**config.mk**
```make
export PLATFORM = sky130hd
export DESIGN_NAME = subtractor_arbiter
export DESIGN_NICKNAME = d
export VERILOG_FILES = /design/src/rtl/subtractor_arbiter.sv
export SDC_FILE = /design/constraint.sdc
export NUM_CORES = 1
export LEC_CHECK = 0
export ABC_AREA = 1
export ABC_CLOCK_PERIOD_IN_PS = 2800
export CORE_ASPECT_RATIO = 0.7
export CORE_UTILIZATION = 46
export DETAILED_ROUTE_END_ITERATION = 8
export PLACE_DENSITY = 0.77
export SLEW_MARGIN = 20
export SYNTH_ARGS = -nofsm -noshare
export SYNTH_HDL_FRONTEND = slang
export SYNTH_HIERARCHICAL = 1
export SYNTH_SLANG_ARGS = --single-unit
```
**constraint.sdc**
```tcl
create_clock -name clk -period 2.8 [get_ports clk]
set_clock_uncertainty 0.2 [all_clocks]
set_input_delay 0.28 -clock clk [delete_from_list [all_inputs] [get_ports clk]]
set_output_delay 0.28 -clock clk [all_outputs]
set_load 0.1 [all_outputs]
```
**src/rtl/subtractor_arbiter.sv**
```systemverilog
// subtractor_arbiter
//   Two requesters share one BITS-wide subtractor. A round-robin arbiter picks
//   one operand pair while idle. The pair is latched, and the magnitude |a-b|
//   is computed in one cycle. The result is held until the consumer takes it.
//   At most one operation is in flight, so results come back in acceptance order.
//
// Ports
//   clk, rst_n                    clock, asynchronous active-low reset
//   reqN_valid/reqN_a/reqN_b      requester N operand pair (N = 0, 1)
//   reqN_ready                    combinational grant, high only while idle
//   rsp_valid/rsp_ready           result handshake
//   rsp_id                        requester that owns the result
//   rsp_diff/rsp_neg              |a-b| and (a < b)
//   ops_done                      completed result handshakes, wraps at 16 bits

// Shared subtractor: the caller guarantees in1 >= in2.
module subtractor_core #(
    parameter int BITS = 8
) (
    input  logic [BITS-1:0] in1,
    input  logic [BITS-1:0] in2,
    output logic [BITS-1:0] diff
);
    assign diff = in1 - in2;
endmodule

module subtractor_arbiter #(
    parameter int BITS = 8
) (
    input  logic            clk,
    input  logic            rst_n,
    input  logic            req0_valid,
    input  logic [BITS-1:0] req0_a,
    input  logic [BITS-1:0] req0_b,
    output logic            req0_ready,
    input  logic            req1_valid,
    input  logic [BITS-1:0] req1_a,
    input  logic [BITS-1:0] req1_b,
    output logic            req1_ready,
    output logic            rsp_valid,
    input  logic            rsp_ready,
    output logic            rsp_id,
    output logic [BITS-1:0] rsp_diff,
    output logic            rsp_neg,
    output logic [15:0]     ops_done
);

    typedef enum logic [1:0] {
        IDLE = 2'd0,
        CALC = 2'd1,
        RESP = 2'd2
    } state_t;

    state_t          state_r;
    logic [BITS-1:0] a_r;
    logic [BITS-1:0] b_r;
    logic            id_r;
    logic            last_r;       // requester that owned the last completed result
    logic            rsp_valid_r;
    logic            rsp_id_r;
    logic [BITS-1:0] rsp_diff_r;
    logic            rsp_neg_r;
    logic [15:0]     ops_done_r;

    logic            grant_any_s;
    logic            grant_id_s;
    logic            idle_grant_s;
    logic            a_ge_b_s;
    logic [BITS-1:0] in1_s;
    logic [BITS-1:0] in2_s;
    logic [BITS-1:0] diff_s;

    // Round-robin pick: on a tie the requester not served last wins.
    // A lone valid requester wins regardless of the pointer.
    always_comb begin
        grant_any_s = 1'b0;
        grant_id_s  = 1'b0;
        if (req0_valid && req1_valid) begin
            grant_any_s = 1'b1;
            grant_id_s  = ~last_r;
        end else if (req0_valid) begin
            grant_any_s = 1'b1;
            grant_id_s  = 1'b0;
        end else if (req1_valid) begin
            grant_any_s = 1'b1;
            grant_id_s  = 1'b1;
        end else begin
            grant_any_s = 1'b0;
            grant_id_s  = 1'b0;
        end
    end

    // Grants are qualified with rst_n so ready stays low during reset.
    assign idle_grant_s = rst_n && (state_r == IDLE) && grant_any_s;
    assign req0_ready   = idle_grant_s && !grant_id_s;
    assign req1_ready   = idle_grant_s && grant_id_s;

    // Steer the larger operand to in1 so the subtractor sees in1 >= in2.
    always_comb begin
        a_ge_b_s = (a_r >= b_r);
        if (a_ge_b_s) begin
            in1_s = a_r;
            in2_s = b_r;
        end else begin
            in1_s = b_r;
            in2_s = a_r;
        end
    end

    subtractor_core #(.BITS(BITS)) u_sub (
        .in1  (in1_s),
        .in2  (in2_s),
        .diff (diff_s)
    );

    // Control FSM: it latches operands, registers the result and handles the response handshake.
    always_ff @(posedge clk or negedge rst_n) begin
        if (!rst_n) begin
            state_r     <= IDLE;
            a_r         <= '0;
            b_r         <= '0;
            id_r        <= 1'b0;
            last_r      <= 1'b1;   // makes requester 0 win the first tie
            rsp_valid_r <= 1'b0;
            rsp_id_r    <= 1'b0;
            rsp_diff_r  <= '0;
            rsp_neg_r   <= 1'b0;
            ops_done_r  <= 16'd0;
        end else begin
            case (state_r)
                IDLE: begin
                    if (idle_grant_s) begin
                        a_r     <= grant_id_s ? req1_a : req0_a;
                        b_r     <= grant_id_s ? req1_b : req0_b;
                        id_r    <= grant_id_s;
                        state_r <= CALC;
                    end
                end
                CALC: begin
                    rsp_diff_r  <= diff_s;
                    rsp_neg_r   <= ~a_ge_b_s;
                    rsp_id_r    <= id_r;
                    rsp_valid_r <= 1'b1;
                    state_r     <= RESP;
                end
                RESP: begin
                    if (rsp_ready) begin
                        rsp_valid_r <= 1'b0;
                        last_r      <= rsp_id_r;
                        ops_done_r  <= ops_done_r + 16'd1;
                        state_r     <= IDLE;
                    end
                end
                default: begin
                    rsp_valid_r <= 1'b0;
                    state_r     <= IDLE;
                end
            endcase
        end
    end

    assign rsp_valid = rsp_valid_r;
    assign rsp_id    = rsp_id_r;
    assign rsp_diff  = rsp_diff_r;
    assign rsp_neg   = rsp_neg_r;
    assign ops_done  = ops_done_r;

endmodule
```
==> results_dict.tcl <==
set metrics [dict create \
    synth_nets 446 \
    yosysTopAreaCellShare_pct 39.2 \
    tightest_slew_ns 0.587 \
    drtIter0Drc 143 \
    synthTopCellsByCount "nand2_1 (168), inv_1 (47), dfrtp_1 (46)" \
    placed_area_um2 3760 \
    hold_viol 0 \
    first_pass_iters 4 \
    cp_cell_sequence "inv_1 > ha_1 > nand2_2 > a21oi_4 > nor2_4 > buf_4 > nand4_1 > nand2_1 > inv_1 > ha_2 > inv_2 > fa_2 > nand2_2 > nand2_2 > nand3b_1 > nand2_1 > nand2_1 > nand2_1 > nand2_1 > nand2_1" \
    core_area_um2 5930 \
    htreeDepth 2 \
    synth_seq_area_share_pct 40.1 \
    clk_pin_slew_ns 0.09 \
    route.detailed.drc 0 \
    antenna_found_initial 0 \
    start_kind "flip-flop" \
    cts_buffers 5 \
    cts_root_buffer "clkbuf_8" \
    violations "setup timing" \
    synth_area_leaders "dfrtp_1 (39%), nand2_1 (21%), ha_1 (6.8%), inv_1 (6.0%), nand4_1 (4.5%)" \
    maxCapViolations 0 \
    grt_setup_unrepaired "yes" \
    grt_max_degree 48 \
    ys_seq_elements 47 \
    wl_um 8240 \
    status "finished with violations" \
    cts_sinks 47 \
    drive_above_1_share_pct 26.2 \
    io_buffers 65 \
    clockBufferDepth 2 \
    cp.required_ns 2.80 \
    slew_violations 0 \
    diodes 0 \
    fin_ws_ns -0.105 \
    synthFlopType "dfrtp_1" \
    grt_pass1_wl_um 12300 \
    fin_crit_sh_pct 104 \
    dieArea_um2 6720 \
    avgSynthCellArea_um2 7.50 \
    cp_common_cell "nand2_1" \
    critPathArrivalTime_ns 2.90 \
    path_class "reg -> reg" \
    synth_top_area_cell "dfrtp_1" \
    routedWlPerCell_um 14.4 \
    fin_cells 572 \
    fin_crit_ns 2.90 \
    dieWidth_um 97.5 \
    fp.dieH_um 68.9 \
    track_usage_pct 23.1 \
    grt_remaining_overflow 0 \
    slowest_delay_ns 0.37 \
    grt_pass1_vias 2785 \
    start_util_pct 49.6 \
    io_pins 66 \
    fin_area_um2 4260 \
    vias 2917 \
    cts_tree "yes" \
    ant_nets 0 \
    place_ws_ns -0.0948 \
    setup_viol 1 \
    hold_path_class "reg -> reg" \
    synth_edf_count 0 \
    cpMaxStageDelayCell "fa_2" \
    slew_headroom_pct 60.8 \
    fmax_mhz 344 \
    ys_types 31 \
    vias_per_cell 5.10 \
    dp_cells 546 \
    nNetsFinal 550 \
    critPathMaxFanout 5 \
    syn_inst 392 \
    area_growth_pct 44.8 \
    crit_path_end_kind "flip-flop" \
    syn_area_um2 2940 \
    ys_async_sr_fraction_pct 100 \
    yosysWarnings 6 \
    clk_latency_ns 0.31 \
    yosysMostFrequentCell "nand2_1" \
    nFillCells 434 \
    final_util_pct 71.8 \
    rows 23 \
    hpwl_um 5440 \
    gp_congestion 0.914 \
]
==> registers in the layout, summed over array words and instances (netlist names) <==
name and flops:
a_r 8, rsp_valid 1, last_r 1, ops_done 16
b_r 8, rsp_id 1, state_r 2, rsp_diff 8
id_r 1, rsp_neg 1
==> layout by cell type (no fill, tap or decap), types with 3 or more instances in the layout <==
cell	count
buf_6	3
ha_4	9
buf_12	4
nand2_2	17
buf_4	61
nand3_1	24
inv_1	42
ha_1	6
nor2_1	11
a21oi_1	3
nand2_1	150
xor2_1	11
clkdlybuf4s50_1	35
dfrtp_1	46
xnor2_1	4
nor2_2	6
clkbuf_8	5
nor3_1	4
inv_2	5
nand4_1	21
==> layer usage <==
| metal | vias to the layer above | GRT usage [%] | routed length [µm] |
|---|---|---|---|
| met5 | - | 0 | 0 |
| met4 | 0 | 8.46 | 169 |
| met3 | 21 | 4.23 | 374 |
| met2 | 85 | 41.1 | 3880 |
| met1 | 1369 | 28.9 | 3820 |
| li1 | 1442 | - | - |
==> path summary, 6_finish.rpt <==
check	start	to	slack (ns)	cells after the start
min in group asynchronous	rst_n	b_r[2]	0.42	3
min	rsp_diff[3]	rsp_diff[3]	0.29	2
min reg2reg	rsp_diff[3]	rsp_diff[3]	0.29	2
max in group asynchronous	rst_n	ops_done[14]	1.58	3
max reg2reg	b_r[6]	rsp_diff[6]	-0.10	20
max	b_r[6]	rsp_diff[6]	-0.10	20
==> metrics by stage <==
stage	TNS [ns]	hold WS [ns]
floorplan	0	-0.216
global placement	0	0.240
detailed placement	-0.108	0.242
CTS	-0.00921	0.296
global route	-0.593	0.311
finish	-0.105	0.294
==> critical path, delay by kind of cell (launching register included) <==
kind | cells | cell delay, ns
buffers and inverters | 4 | 0.30
AOI/OAI and AO/OA | 1 | 0.14
DFF | 1 | 0.36
and+or+nand+nor | 12 | 0.94
adders and majority gates | 3 | 0.86
==> area by class of cell <==
type	count	area (µm²)	share of cell area, %
clock buffers	6	72.6	1.70
well taps	75	93.8	2.20
flip-flops and latches	47	1180	27.7
multi-input cells	289	1720	40.5
repair buffers	106	952	22.4
inverters	47	176	4.14
clock inverters	2	60.1	1.41
==> cells by family after synthesis <==
group | after synthesis | share of synthesized area [%]
xor+xnor | 15 | 4.47
simple gates | 246 | 37.1
fa+ha+maj | 17 | 7.49
compound gates | 11 | 2.64
flops | 47 | 40.1
buf+inv | 56 | 8.26
==> timing repair <==
item | CTS | global route
cloned | 0 | 0
endpoints found under the hold margin | 46 | 0
pin swaps | 5 | 22
buffers inserted | 10 | 9
resized for setup | 7 | 40
endpoints found under the setup margin | 3 | 5
hold buffers | 1 | 0
Power is left out: the tool's default activity adds up to more than one toggle a clock period on the data nets, which glitch-free logic cannot reach.
